File: config.mk
export PLATFORM = sky130hd
export DESIGN_NAME = ex_issue_seq_flat
export DESIGN_NICKNAME = d
export VERILOG_FILES = /design/src/rtl/ex_issue_seq_if.sv /design/src/rtl/ex_issue_seq.sv /design/src/flat_wrapper.sv
export SDC_FILE = /design/constraint.sdc
export NUM_CORES = 1
export LEC_CHECK = 0
export CORE_AREA = 10 10 84 93
export CTS_BUF_LIST = sky130_fd_sc_hd__clkbuf_4 sky130_fd_sc_hd__clkbuf_8
export CTS_CLUSTER_DIAMETER = 50
export CTS_CLUSTER_SIZE = 28
export DETAILED_ROUTE_END_ITERATION = 6
export DIE_AREA = 0 0 94 103
export PLACE_DENSITY = 0.81
export SETUP_SLACK_MARGIN = 0.4
export SYNTH_ARGS = -nofsm -noshare
export SYNTH_HDL_FRONTEND = slang
export SYNTH_SLANG_ARGS = --single-unit
export TNS_END_PERCENT = 1
File: constraint.sdc
create_clock -name clk -period 2 [get_ports clk]
set_input_delay 0.2 -clock clk [delete_from_list [all_inputs] [get_ports clk]]
set_output_delay 0.2 -clock clk [all_outputs]
set_load 0.05 [all_outputs]
File: src/rtl/ex_issue_seq_if.sv
// Issue / ALU / write-back bundle between decode, the ALU and the sequencer.
interface ex_issue_seq_if;
  logic        issue_valid_i;
  logic        issue_ready_o;
  logic [9:0]  circuit_sel_i;
  logic [4:0]  destination_i;
  logic [4:0]  destination2_i;
  logic        flush_i;
  logic [9:0]  ex_circuit_sel_o;
  logic [4:0]  ex_destination_o;
  logic [4:0]  ex_destination2_o;
  logic [31:0] result_i;
  logic [31:0] result2_i;
  logic        wb_en_o;
  logic [4:0]  wb_addr_o;
  logic [31:0] wb_data_o;
  logic        psw_we_o;
  logic        busy_o;

  // decode + ALU side
  modport master (
    output issue_valid_i, circuit_sel_i, destination_i, destination2_i,
           flush_i, result_i, result2_i,
    input  issue_ready_o, ex_circuit_sel_o, ex_destination_o, ex_destination2_o,
           wb_en_o, wb_addr_o, wb_data_o, psw_we_o, busy_o
  );

  // sequencer side
  modport slave (
    input  issue_valid_i, circuit_sel_i, destination_i, destination2_i,
           flush_i, result_i, result2_i,
    output issue_ready_o, ex_circuit_sel_o, ex_destination_o, ex_destination2_o,
           wb_en_o, wb_addr_o, wb_data_o, psw_we_o, busy_o
  );
endinterface

File: src/rtl/ex_issue_seq.sv
// Execute-stage issue/write-back sequencer: holds one op on the ALU for its
// class latency, then commits one or two results through the single GR port.
module ex_issue_seq #(
  parameter int          ALU_LAT = 1,
  parameter int          MUL_LAT = 2,
  parameter int          DIV_LAT = 34,
  parameter logic [9:0]  NOP_SEL = 10'h200
) (
  input  logic         clk,
  input  logic         rst,
  ex_issue_seq_if.slave bus
);
  localparam int MAXL = (DIV_LAT > MUL_LAT) ? ((DIV_LAT > ALU_LAT) ? DIV_LAT : ALU_LAT)
                                            : ((MUL_LAT > ALU_LAT) ? MUL_LAT : ALU_LAT);
  localparam int CW   = $clog2(MAXL + 1);

  typedef enum logic [1:0] {IDLE, EXEC, WB1, WB2} state_t;

  state_t          state_q, state_d;
  logic [CW-1:0]   cnt_q, cnt_d;
  logic [9:0]      sel_q, sel_d;
  logic [4:0]      dst_q, dst_d, dst2_q, dst2_d;
  logic            gr_q, gr_d, psw_q, psw_d, dual_q, dual_d;

  logic            dec_gr, dec_psw, dec_dual;
  logic [CW-1:0]   dec_cnt;
  logic            wb_en, psw_we;
  logic [4:0]      wb_addr;
  logic [31:0]     wb_data;

  // Op class decode; first matching rule wins, counter preload is LAT-1.
  always_comb begin
    dec_gr   = 1'b0;
    dec_psw  = 1'b0;
    dec_dual = 1'b0;
    dec_cnt  = CW'(ALU_LAT - 1);
    if (bus.circuit_sel_i[5] && bus.circuit_sel_i[0]) begin        // MOV
      dec_gr = 1'b1;
    end else if (bus.circuit_sel_i[5]) begin                       // ADD family
      dec_gr = 1'b1; dec_psw = 1'b1;
    end else if (bus.circuit_sel_i == 10'd0) begin                 // CMP
      dec_psw = 1'b1;
    end else if (bus.circuit_sel_i == 10'd2 || bus.circuit_sel_i == 10'd3) begin  // AND/OR
      dec_gr = 1'b1; dec_psw = 1'b1;
    end else if (bus.circuit_sel_i[4:1] == 4'b0011) begin          // BSH/BSW
      dec_gr = 1'b1; dec_psw = 1'b1;
    end else if (bus.circuit_sel_i == 10'd8) begin                 // DIV
      dec_gr = 1'b1; dec_psw = 1'b1; dec_dual = 1'b1;
      dec_cnt = CW'(DIV_LAT - 1);
    end else if (bus.circuit_sel_i == 10'd16) begin                // HSH/HSW
      dec_gr = 1'b1; dec_psw = 1'b1;
    end else if (bus.circuit_sel_i == 10'd64) begin                // SAR
      dec_psw = 1'b1;
    end else if (bus.circuit_sel_i == 10'd128) begin               // MUL
      dec_gr = 1'b1; dec_dual = 1'b1;
      dec_cnt = CW'(MUL_LAT - 1);
    end else begin                                                 // NOP
      dec_cnt = '0;
    end
  end

  // Next-state: launch on accept, count down in EXEC, then one or two WB cycles.
  always_comb begin
    state_d = state_q;
    cnt_d   = cnt_q;
    sel_d   = sel_q;
    dst_d   = dst_q;
    dst2_d  = dst2_q;
    gr_d    = gr_q;
    psw_d   = psw_q;
    dual_d  = dual_q;
    case (state_q)
      IDLE: if (bus.issue_valid_i) begin
        state_d = EXEC;
        cnt_d   = dec_cnt;
        sel_d   = bus.circuit_sel_i;
        dst_d   = bus.destination_i;
        dst2_d  = bus.destination2_i;
        gr_d    = dec_gr;
        psw_d   = dec_psw;
        dual_d  = dec_dual;
      end
      EXEC: begin
        if (bus.flush_i) begin
          state_d = IDLE;
          sel_d   = NOP_SEL;
        end else if (cnt_q == '0) begin
          state_d = WB1;
        end
        if (cnt_q != '0) cnt_d = cnt_q - 1'b1;
      end
      WB1: begin
        // flush is ignored once commit has started
        if (dual_q) begin
          state_d = WB2;
        end else begin
          state_d = IDLE;
          sel_d   = NOP_SEL;
        end
      end
      WB2: begin
        state_d = IDLE;
        sel_d   = NOP_SEL;
      end
      default: begin
        state_d = IDLE;
        sel_d   = NOP_SEL;
      end
    endcase
  end

  // State and launched-op registers.
  always_ff @(posedge clk) begin
    if (rst) begin
      state_q <= IDLE;
      cnt_q   <= '0;
      sel_q   <= NOP_SEL;
      dst_q   <= '0;
      dst2_q  <= '0;
      gr_q    <= 1'b0;
      psw_q   <= 1'b0;
      dual_q  <= 1'b0;
    end else begin
      state_q <= state_d;
      cnt_q   <= cnt_d;
      sel_q   <= sel_d;
      dst_q   <= dst_d;
      dst2_q  <= dst2_d;
      gr_q    <= gr_d;
      psw_q   <= psw_d;
      dual_q  <= dual_d;
    end
  end

  // Write-back port; r0 is never written.
  always_comb begin
    wb_en   = 1'b0;
    wb_addr = '0;
    wb_data = '0;
    psw_we  = 1'b0;
    case (state_q)
      WB1: begin
        wb_en   = gr_q && (dst_q != 5'd0);
        wb_addr = dst_q;
        wb_data = bus.result_i;
        psw_we  = psw_q;
      end
      WB2: begin
        wb_en   = (dst2_q != 5'd0);
        wb_addr = dst2_q;
        wb_data = bus.result2_i;
      end
      default: ;
    endcase
  end

  assign bus.issue_ready_o     = (state_q == IDLE);
  assign bus.busy_o            = (state_q != IDLE);
  assign bus.ex_circuit_sel_o  = sel_q;
  assign bus.ex_destination_o  = dst_q;
  assign bus.ex_destination2_o = dst2_q;
  assign bus.wb_en_o           = wb_en;
  assign bus.wb_addr_o         = wb_addr;
  assign bus.wb_data_o         = wb_data;
  assign bus.psw_we_o          = psw_we;
endmodule

File: src/flat_wrapper.sv
// flat-port wrapper written by rule: the top's interface ports become plain ports
module ex_issue_seq_flat 
#(
  parameter int          ALU_LAT = 1,
  parameter int          MUL_LAT = 2,
  parameter int          DIV_LAT = 34,
  parameter logic [9:0]  NOP_SEL = 10'h200
)
  (clk, rst, bus_issue_valid_i, bus_circuit_sel_i, bus_destination_i, bus_destination2_i, bus_flush_i, bus_result_i, bus_result2_i, bus_issue_ready_o, bus_ex_circuit_sel_o, bus_ex_destination_o, bus_ex_destination2_o, bus_wb_en_o, bus_wb_addr_o, bus_wb_data_o, bus_psw_we_o, bus_busy_o);
  ex_issue_seq_if bus_i ();
  input  logic clk;
  input  logic rst;
  input wire logic [$bits(bus_i.issue_valid_i)-1:0] bus_issue_valid_i;
  input wire logic [$bits(bus_i.circuit_sel_i)-1:0] bus_circuit_sel_i;
  input wire logic [$bits(bus_i.destination_i)-1:0] bus_destination_i;
  input wire logic [$bits(bus_i.destination2_i)-1:0] bus_destination2_i;
  input wire logic [$bits(bus_i.flush_i)-1:0] bus_flush_i;
  input wire logic [$bits(bus_i.result_i)-1:0] bus_result_i;
  input wire logic [$bits(bus_i.result2_i)-1:0] bus_result2_i;
  output wire logic [$bits(bus_i.issue_ready_o)-1:0] bus_issue_ready_o;
  output wire logic [$bits(bus_i.ex_circuit_sel_o)-1:0] bus_ex_circuit_sel_o;
  output wire logic [$bits(bus_i.ex_destination_o)-1:0] bus_ex_destination_o;
  output wire logic [$bits(bus_i.ex_destination2_o)-1:0] bus_ex_destination2_o;
  output wire logic [$bits(bus_i.wb_en_o)-1:0] bus_wb_en_o;
  output wire logic [$bits(bus_i.wb_addr_o)-1:0] bus_wb_addr_o;
  output wire logic [$bits(bus_i.wb_data_o)-1:0] bus_wb_data_o;
  output wire logic [$bits(bus_i.psw_we_o)-1:0] bus_psw_we_o;
  output wire logic [$bits(bus_i.busy_o)-1:0] bus_busy_o;
  assign bus_i.issue_valid_i = bus_issue_valid_i;
  assign bus_i.circuit_sel_i = bus_circuit_sel_i;
  assign bus_i.destination_i = bus_destination_i;
  assign bus_i.destination2_i = bus_destination2_i;
  assign bus_i.flush_i = bus_flush_i;
  assign bus_i.result_i = bus_result_i;
  assign bus_i.result2_i = bus_result2_i;
  assign bus_issue_ready_o = bus_i.issue_ready_o;
  assign bus_ex_circuit_sel_o = bus_i.ex_circuit_sel_o;
  assign bus_ex_destination_o = bus_i.ex_destination_o;
  assign bus_ex_destination2_o = bus_i.ex_destination2_o;
  assign bus_wb_en_o = bus_i.wb_en_o;
  assign bus_wb_addr_o = bus_i.wb_addr_o;
  assign bus_wb_data_o = bus_i.wb_data_o;
  assign bus_psw_we_o = bus_i.psw_we_o;
  assign bus_busy_o = bus_i.busy_o;
  ex_issue_seq #(.ALU_LAT(ALU_LAT), .MUL_LAT(MUL_LAT), .DIV_LAT(DIV_LAT), .NOP_SEL(NOP_SEL)) u_core (.clk(clk), .rst(rst), .bus(bus_i));
endmodule
==> results by group <==
Layout
  • Final #Nets: 502
  • Antenna cells: 0
  • Fraction of layout instances using a drive strength above 1: 26.9%
  • Area grow syn2layout: 108%
  • Finished Layout Cells: 493

Power and ir drop
  • Power Total: 3.16 mW
  • Cell area power density: 730 nW/um2
  • Combinational cell fraction of total power: 59.4%
  • Sequential share of power: 25.0%
  • Sw Ratio: 41.9%
  • VDD IR max: 600 uV
  • Switching power: 1.32 mW
  • Clk pwr share: 15.6%
  • P_leak: 1.65 nW
  • Internal: 1.84 mW

Yosys
  • Post-synth top flop: dfxtp_1
  • Post-Synth XOR/XNOR Area: 1.26%
  • Compound-gate portion of the synthesized area: 14.1%
  • Post-Syn Area per Cell: 7.98 um2
  • EDFF count, synth: 0
  • Top cells by count, synth: mux2i_1, nor2b_1, dfxtp_1, nand2_1, nor2_1
  • Mapped Cells: 261
  • Post-synthesis async set-or-reset flop share: 0%
  • Cell variety after synth: 36
  • Share of the synthesized area in the top cell type: 29.8%
  • Cell Area, Synth: 2080 um2
  • Area leader, netlist: dfxtp_1
  • Simple-gate share of the synthesized area: 29.3%
  • Sequential area share after synthesis: 29.8%
  • Synth Warn #: 0
  • Area contributors post-synth: dfxtp_1, mux2i_1, nor2b_1
  • Mux contribution to synthesized area: 19.7%
  • Largest family of logic cells by synthesized area: simple AND/OR/NAND/NOR gates
  • Synthesized net count: 351
  • Synthesis-stage register bit count: 31
  • Post-Synth Adder-Cell Area: 1.20%

GRT
  • Initial antenna violation count: 0
  • Largest net degree at the start of global routing: 41
  • First-pass GRT wire length: 14.1 mm
  • All-Layer GR Usage: 18.6%
  • Grt total ovfl: 0
  • Vias in the first global route: 2509

Worst hold path
  • WHS Path Cells: 3
  • Hold crit path type: in2reg

Worst setup path
  • CP Capture Type: output port
  • Crit. path cell count: 3
  • Worst Path Max Fanout: 2
  • Cell family with most CP delay: simple AND/OR/NAND/NOR gates
  • Arr. time, crit path: 1.62 ns
  • Buf/Inv on CP: 1
  • Crit Path Class: reg2out
  • Startpoint Class: flip-flop
  • Req. time, crit path: 1.80 ns
  • Crit path cell chain: or4_4, o311a_4, buf_12
  • Slowest cell on crit path: or4_4
  • Reg2Reg Depth: 6
  • Slowest stage delay, CP: 0.52 ns

Detailed routing
  • Via Count: 2464
  • Via/cell ratio: 5.00
  • DR iter-0 viols: 115
  • Routed WL per cell: 18.9 um
  • DR DRC count: 0
  • Post-route ant nets: 0
  • DR pass1 iterations: 4
  • DRT Wirelength: 9.33 mm

Clocking
  • H-Tree Depth: 2
  • Maximum buffer depth of the clock tree: 2
  • CTS buffer count: 5
  • Worst-Skew Late Latency: 0.28 ns
  • Root buf cell: clkbuf_8
  • Sink Count: 31
  • CTS clk-pin slew, worst paths: 0.07 ns
  • CTS tree: yes
  • Hold_buf cts: 0

Die
  • I/O pin cnt: 149
  • Placeable Area: 6010 um2
  • Die area: 9680 um2
  • Die Ht: 103 um
  • # rows: 30
  • Die width: 94 um
  • Initial Utilization: 34.7%

Timing
  • Min Tclk post-route: 1.82 ns
  • Final setup fails: 0
  • Unrepaired setup endpoints after global routing: yes
  • Slew Limit Fails: 0
  • Clk_skew: 0.00364 ns
  • Relative slew margins: 63.4%
  • Fmax: 549 MHz
  • Final Cycle Share: 91.1%
  • Tightest Pin Transition: 0.547 ns
  • Final Hold Fails: 0

Placement
  • Placed insts: 482
  • Final GP Congestion: 0.819
  • DP Wirelength: 7.78 mm
  • Port bufs: 148

Flow run
  • Max-cap check violation count: 0

Status
  • Status: finished, final reports clean
## sequential cells by signal, indices dropped and copies added (netlist names)
signal                        cells
u_core.bus.ex_circuit_sel_o      10
u_core.cnt_q                      6
u_core.bus.ex_destination2_o      5
u_core.bus.ex_destination_o       5
u_core.state_q                    2
u_core.dual_q                     1
u_core.gr_q                       1
u_core.psw_q                      1
## cells by family (layout without fill, tap and decap cells)
logic type,Yosys count,in the layout
AO/OA/AOI/OAI,44,44
buffers and inverters,24,176
adder cells (fa/ha/maj),2,2
multiplexers,41,41
XOR/XNOR,3,3
flip-flops,31,31
AND/OR/NAND/NOR,116,116
## metrics by stage
stage	util [%]	hold slack [ns]	TNS [ns]	cell area, um2	worst slack [ns]
finish	72.1	0.452	0	4330	0.178
global route	72.1	0.457	0	4330	0.147
CTS	71.9	0.447	0	4320	0.166
detailed placement	69.8	0.474	-0.00970	4190	-0.00970
global placement	69.8	0.453	0	4190	0.0671
floorplan	-	0.336	0	2190	0.287
## worst register-to-register path, delay by kind of cell, from the launching register on
family / cells / cell delay, ns
AOI/OAI and AO/OA: 1 / 0.28
adders and majority gates: 1 / 0.21
buffers and inverters: 1 / 0.09
DFF: 1 / 0.40
muxes: 1 / 0.23
and+or+nand+nor: 2 / 0.25
## cells in the final DEF, fill, tap and decap left out, types with 3 or more instances in the layout
cell type / netlist / layout
dfxtp_1: 31 / 27
mux2i_1: 41 / 41
inv_1: 6 / 6
buf_12: 0 / 41
nand2_1: 28 / 28
buf_4: 0 / 12
dfxtp_2: 0 / 3
clkdlybuf4s50_1: 0 / 107
a22oi_1: 10 / 10
clkbuf_8: 0 / 5
nor3_1: 3 / 3
or3_1: 3 / 3
nor2b_2: 0 / 35
nor2b_1: 41 / 4
or4_1: 4 / 3
a31oi_1: 5 / 5
a21oi_1: 14 / 13
nor2_1: 27 / 26
## final cells by class
cell class	count	area, um2
Clock buffer	5	68.8
Clock inverter	3	20.0
Fill cell	432	1670
Inverter	6	22.5
Multi-Input combinational cell	206	1490
Sequential cell	31	628
Tap cell	80	100
Timing Repair Buffer	162	2000
## per-layer routing
layer / track usage (%) / part of all wire [%]
met1: 20.1 / 38
met2: 33.7 / 53
met3: 6.34 / 8.2
met4: 4.56 / 1.1
met5: 0 / 0
## power groups by stage
stage	clock network, mW	registers (mW)	logic, mW
detailed placement	0	0.803	1.85
CTS	0.502	0.790	1.88
global placement	0	0.801	1.82
finish	0.492	0.791	1.88
floorplan	0	0.891	0.949
global route	0.527	0.803	1.99
## worst paths after layout
| path | start | slack, ns | to |
|---|---|---|---|
| worst max-delay path | u_core.bus.ex_destination2_o[0]$_SDFFE_PP0P_ | 0.18 | bus_wb_en_o |
| worst min register to register | u_core.dual_q$_SDFFE_PP0P_ | 0.48 | u_core.dual_q$_SDFFE_PP0P_ |
| worst max register to register | u_core.cnt_q[0]$_SDFFE_PP0P_ | 0.41 | u_core.cnt_q[1]$_SDFFE_PP0P_ |
| worst min-delay path | bus_destination2_i[0] | 0.45 | u_core.bus.ex_destination2_o[0]$_SDFFE_PP0P_ |
## timing repair
item                                   CTS  global route
setup buffers                            3             0
pin swaps                                3             2
endpoints found under the hold margin    0             0
setup endpoints to repair               65            66
gates resized for setup                  7             3
Note: power is estimated with default switching activity, not from simulation.
